$ cat config.mk
export PLATFORM = sky130hd
export DESIGN_NAME = fetcher
export DESIGN_NICKNAME = d
export VERILOG_FILES = /design/src/rtl/fetcher.sv
export SDC_FILE = /design/constraint.sdc
export NUM_CORES = 1
export LEC_CHECK = 0
export BUFFER_PORTS_ARGS = -buffer_cell sky130_fd_sc_hd__buf_2
export CAP_MARGIN = 5
export CORE_MARGIN = 3
export CORE_UTILIZATION = 51
export DETAILED_ROUTE_END_ITERATION = 16
export PLACE_DENSITY = 0.77
export SETUP_SLACK_MARGIN = 0.4
export SLEW_MARGIN = 5
export SYNTH_ARGS = -nofsm -noshare
export SYNTH_HDL_FRONTEND = slang
export SYNTH_SLANG_ARGS = --single-unit
export TNS_END_PERCENT = 100
$ cat constraint.sdc
create_clock -name i_clk -period 2.45 [get_ports i_clk]
set_input_delay 0.49 -clock i_clk [delete_from_list [all_inputs] [get_ports i_clk]]
set_output_delay 0.49 -clock i_clk [all_outputs]
set_load 0.01 [all_outputs]
$ cat src/rtl/fetcher.sv
// Stage-1 instruction fetch: owns the PC, issues single-outstanding word reads and
// buffers returned instructions for the decoder; redirects flush buffer and in-flight fetches.
`ifndef WORD_SIZE
`define WORD_SIZE 32
`endif
`ifndef INSTR_SIZE
`define INSTR_SIZE 32
`endif

module fetcher #(
  parameter logic [`WORD_SIZE-1:0] RESET_ADDRESS = 32'h0000_0000,
  parameter int                    BUFFER_DEPTH  = 2
) (
  input  logic                    i_clk,
  input  logic                    i_rst_n,
  output logic                    o_mem_req_valid,
  output logic [`WORD_SIZE-1:0]   o_mem_req_address,
  input  logic                    i_mem_req_ready,
  input  logic                    i_mem_resp_valid,
  input  logic [`INSTR_SIZE-1:0]  i_mem_resp_data,
  input  logic                    i_redirect_valid,
  input  logic [`WORD_SIZE-1:0]   i_redirect_address,
  output logic                    o_valid,
  input  logic                    i_ready,
  output logic [`INSTR_SIZE-1:0]  o_instruction,
  output logic [`WORD_SIZE-1:0]   o_instruction_address
);

  localparam int PW = (BUFFER_DEPTH > 1) ? $clog2(BUFFER_DEPTH) : 1;
  localparam int CW = $clog2(BUFFER_DEPTH + 1);
  localparam logic [`WORD_SIZE-1:0] ALIGN_MASK = 32'hFFFF_FFFC;

  typedef enum logic [1:0] {
    ST_IDLE  = 2'd0,
    ST_WAIT  = 2'd1,
    ST_DRAIN = 2'd2
  } state_t;

  state_t                   state_r, state_next_s;
  logic [`WORD_SIZE-1:0]    pc_r, pc_next_s, req_addr_r;
  logic [`INSTR_SIZE-1:0]   data_r [BUFFER_DEPTH];
  logic [`WORD_SIZE-1:0]    addr_r [BUFFER_DEPTH];
  logic [PW-1:0]            rd_ptr_r, wr_ptr_r;
  logic [CW-1:0]            count_r;
  logic                     req_valid_s, req_fire_s, push_s, pop_s, space_s;

  function automatic logic [PW-1:0] ptr_inc(input logic [PW-1:0] p);
    if (p == PW'(BUFFER_DEPTH - 1)) begin
      ptr_inc = {PW{1'b0}};
    end else begin
      ptr_inc = p + PW'(1);
    end
  endfunction

  assign space_s = (count_r < CW'(BUFFER_DEPTH));
  assign pop_s   = (count_r != {CW{1'b0}}) && i_ready && !i_redirect_valid;

  // Next-state, PC update and request generation
  always_comb begin
    state_next_s = state_r;
    pc_next_s    = pc_r;
    req_valid_s  = 1'b0;
    req_fire_s   = 1'b0;
    push_s       = 1'b0;
    case (state_r)
      ST_IDLE: begin
        // Held low while reset is asserted so the request drops immediately.
        req_valid_s = i_rst_n && space_s && !i_redirect_valid;
        if (req_valid_s && i_mem_req_ready) begin
          req_fire_s   = 1'b1;
          state_next_s = ST_WAIT;
          pc_next_s    = pc_r + 32'd4;
        end else begin
          state_next_s = ST_IDLE;
        end
      end
      ST_WAIT: begin
        if (i_mem_resp_valid) begin
          push_s       = !i_redirect_valid;
          state_next_s = ST_IDLE;
        end else if (i_redirect_valid) begin
          state_next_s = ST_DRAIN;
        end else begin
          state_next_s = ST_WAIT;
        end
      end
      ST_DRAIN: begin
        if (i_mem_resp_valid) begin
          state_next_s = ST_IDLE;
        end else begin
          state_next_s = ST_DRAIN;
        end
      end
      default: begin
        state_next_s = ST_IDLE;
      end
    endcase
    if (i_redirect_valid) begin
      pc_next_s = i_redirect_address & ALIGN_MASK;
    end else begin
      pc_next_s = pc_next_s;
    end
  end

  // FSM state, PC and in-flight request address
  always_ff @(posedge i_clk or negedge i_rst_n) begin
    if (!i_rst_n) begin
      state_r    <= ST_IDLE;
      pc_r       <= RESET_ADDRESS & ALIGN_MASK;
      req_addr_r <= 32'h0000_0000;
    end else begin
      state_r <= state_next_s;
      pc_r    <= pc_next_s;
      if (req_fire_s) begin
        req_addr_r <= pc_r;
      end
    end
  end

  // Instruction buffer: circular FIFO cleared by redirect
  always_ff @(posedge i_clk or negedge i_rst_n) begin
    if (!i_rst_n) begin
      rd_ptr_r <= {PW{1'b0}};
      wr_ptr_r <= {PW{1'b0}};
      count_r  <= {CW{1'b0}};
      for (int i = 0; i < BUFFER_DEPTH; i++) begin
        data_r[i] <= {`INSTR_SIZE{1'b0}};
        addr_r[i] <= {`WORD_SIZE{1'b0}};
      end
    end else if (i_redirect_valid) begin
      rd_ptr_r <= {PW{1'b0}};
      wr_ptr_r <= {PW{1'b0}};
      count_r  <= {CW{1'b0}};
    end else begin
      if (push_s) begin
        data_r[wr_ptr_r] <= i_mem_resp_data;
        addr_r[wr_ptr_r] <= req_addr_r;
        wr_ptr_r         <= ptr_inc(wr_ptr_r);
      end
      if (pop_s) begin
        rd_ptr_r <= ptr_inc(rd_ptr_r);
      end
      case ({push_s, pop_s})
        2'b10:   count_r <= count_r + CW'(1);
        2'b01:   count_r <= count_r - CW'(1);
        default: count_r <= count_r;
      endcase
    end
  end

  assign o_mem_req_valid       = req_valid_s;
  assign o_mem_req_address     = pc_r;
  assign o_valid               = (count_r != {CW{1'b0}});
  assign o_instruction         = data_r[rd_ptr_r];
  assign o_instruction_address = addr_r[rd_ptr_r];

endmodule

==> results.py <==
metrics = {
    "die": {
        "rows": 47,
        "die_height_um": 136,
        "io_pins": 168,
        "die_area_um2": 18600,
        "die_w_um": 136,
        "core_um2": 16600,
        "start_util_pct": 52.2,
    },
    "drt": {
        "wirelength_um": 18800,
        "drtAntennaViolNets": 0,
        "first_pass_iters": 5,
        "drc": 0,
        "avgRoutedWirePerCell_um": 17.1,
        "vias": 6035,
        "drtIter0Drc": 311,
        "via_per_inst": 5.48,
    },
    "clocking": {
        "cts_buffers": 17,
        "cts_sinks": 190,
        "cts_buffer_depth": 2,
        "cts_root_buffer": "clkbuf_16",
        "clk_pin_slew_ns": 0.07,
        "cts_tree": "done",
        "cts_max_level": 4,
        "clkLatencyLatePin_ns": 0.42,
    },
    "critical_path": {
        "cp-start-kind": "flip-flop",
        "crit_type": "flip-flop to primary output",
        "cp_slowest_cell": "dfrtp_4",
        "path_cells": "buf_4 > mux2_2 > buf_2",
        "cp.required_ns": 1.96,
        "arrival_ns": 1.62,
        "rr_startpoint": "o_mem_req_address[2]",
        "worstPathMaxFanout": 11,
        "r2r_setup_slack_ns": 0.52,
        "slowest_delay_ns": 0.45,
        "end_kind": "primary output",
        "r2r-end": "o_mem_req_address[30]",
        "rr_worst_depth": 7,
    },
    "grt": {
        "grt_pass1_vias": 5996,
        "antenna_found_initial": 0,
        "grt_usage_pct": 20.7,
        "grt-ovfl-total": 0,
        "grt_max_degree": 191,
        "grt_pass1_wl_um": 30500,
    },
    "sta": {
        "fin_crit_sh_pct": 86.1,
        "setup_viol": 0,
        "worst-slew-pin-transition_ns": 1.07,
        "hold_violations": 0,
        "drv_slew": 0,
        "timing.final.crit_period_ns": 2.11,
        "fin_skew_ns": 0.00739,
        "timing.slew.headroom_pct": 28.6,
        "setup_tns_ns": 0,
        "rsz0062_at_grt": "true",
        "layout_setup_ws_ns": 0.340,
        "clock.fmax_mhz": 474,
    },
    "layout": {
        "area_growth_pct": 19.8,
        "drive_above_1_share_pct": 45.0,
        "fin_nets": 938,
        "regArea_um2": 4760,
        "multi_input_comb_area_um2": 3690,
        "nFillCells": 1281,
        "fin_area_um2": 10400,
        "finish.utilization_pct": 62.5,
    },
    "logic_synthesis": {
        "synth_seq_area_share_pct": 54.8,
        "async_reset_ff_share_pct": 100,
        "synth_seq_cells": 190,
        "syn_inst": 707,
        "ys_types": 56,
        "synth_edf_count": 0,
        "syn_area_per_cell_um2": 12.3,
        "synthesis.area_um2": 8680,
        "ys_warn_count": 0,
        "synthFlopType": "dfrtp_1",
    },
    "placement": {
        "dpl_cell_area_um2": 9740,
        "hpwl_um": 12400,
        "place_congestion": 0.842,
        "dp_slack_ns": 0.278,
        "numPortBuffers": 161,
    },
    "job": {
        "drv_cap": 0,
    },
    "status": {
        "outcome": "finished clean",
    },
    "power": {
        "report.power.total_w": 0.00865,
        "ir_drop_mv": 0.539,
        "powerDensity_nw_per_um2": 831,
        "leakagePower_nw": 5.23,
    },
    "worst_hold_path": {
        "min_path_type": "input pin to asynchronous set/reset pin",
    },
}
[registers in the layout, indices dropped and copies added, names as in the netlist]
signal,cells
count_r,2
o_mem_req_address,30
data_r,64
state_r,2
addr_r,60
rd_ptr_r,1
wr_ptr_r,1
req_addr_r,30
[report_power, final]
part	leakage (nW)	switching [W]	internal, W	total [W]
clock	0.295	0.00121	0.00165	0.00286
combinational	2.46	0.000826	0.000925	0.00175
sequential	2.47	0.000346	0.00369	0.00403
total	5.23	0.00238	0.00627	0.00865
[critical path, delay by kind of cell, from the launching register on]
| kind | cells | cell delay, ns |
|---|---|---|
| buffers and inverters | 2 | 0.37 |
| DFF | 1 | 0.45 |
| muxes | 1 | 0.37 |
[cell usage in the layout, fill, tap and decap left out, drive strengths merged, types with 4 or more instances in the layout]
master and instances:
a221o 7, nor4 4, and4 6, buf 183, nor2 16, o211ai 9
nor2b 4, clkbuf 19, a21oi 6, inv 10, nand4 11, and3 11
o311ai 5, mux2 187, o21ai 20, dfrtp 190, a31o 4, nand3 20
nand2 122, nor3 5, conb 4
[worst max path at each step]
stage                          from                   endpoint  slack, ns  depth (start not counted)
2_1_floorplan  o_mem_req_address[2]      o_mem_req_address[30]       0.50                          6
3_3_place_gp       i_redirect_valid                 addr_r[45]       0.33                          6
3_5_place_dp       i_redirect_valid      o_mem_req_address[12]       0.28                          7
4_1_cts                    rd_ptr_r  o_instruction_address[21]       0.30                          3
5_1_grt                    rd_ptr_r  o_instruction_address[21]       0.30                          3
6_report                   rd_ptr_r  o_instruction_address[29]       0.34                          3
[cell usage after synthesis (3+ instances only)]
library cell / number / area, um2
buf_2: 10 / 50.1
and3_1: 11 / 68.8
a221o_1: 6 / 60.1
o311ai_0: 4 / 35.0
mux2_1: 30 / 338
nor3b_1: 3 / 22.5
inv_1: 4 / 15.0
nor3_1: 4 / 20.0
a31o_2: 4 / 35.0
nand4_1: 9 / 56.3
nand3_2: 3 / 30.0
and4_1: 5 / 43.8
o211ai_1: 9 / 67.6
a21oi_1: 6 / 30.0
buf_1: 5 / 18.8
nand2_1: 122 / 458
buf_4: 12 / 90.1
o21ai_0: 20 / 100
nor2b_1: 4 / 25.0
clkbuf_1: 14 / 52.6
mux2_2: 157 / 1770
dfrtp_1: 190 / 4750
nor2_1: 16 / 60.1
nand3_1: 16 / 80.1
[cell type report]
type | instances | share of cell area [%]
Antenna cell | 1 | 0.0240
Clock buffer | 18 | 4.22
Clock inverter | 14 | 1.72
Inverter | 4 | 0.144
Multi-Input combinational cell | 470 | 35.4
Sequential cell | 190 | 45.7
Tap cell | 220 | 2.65
Timing Repair Buffer | 184 | 10.1
[kinds of logic after synthesis]
| kind of cell | synth area share, % |
|---|---|
| mux | 24.3 |
| buf+inv | 3.13 |
| simple gates | 12.1 |
| xor+xnor | 0.303 |
| other cells | 0.0432 |
| flops | 54.8 |
| compound gates | 5.22 |
| fa+ha+maj | 0.144 |
[metal layers]
metal	part of all wire, %	GRT usage [%]
met5	0	0
met4	1.9	7.67
met3	5.9	4.55
met2	48	32.9
met1	44	28.0
[through the flow]
stage	std cells	hold WS, ns
4_1_cts	1096	0.217
3_3_place_gp	1063	0.463
6_report	1101	0.241
2_1_floorplan	710	0.194
3_5_place_dp	1063	0.471
5_1_grt	1100	0.249
[what timing repair did]
item | CTS | global route
setup buffers | 1 | 4
resized for setup | 1 | 1
hold buffers | 0 | 0
pin swaps | 1 | 1
endpoints found under the setup margin | 63 | 73
endpoints found under the hold margin | 0 | 0
(Power assumes the default switching activity.)
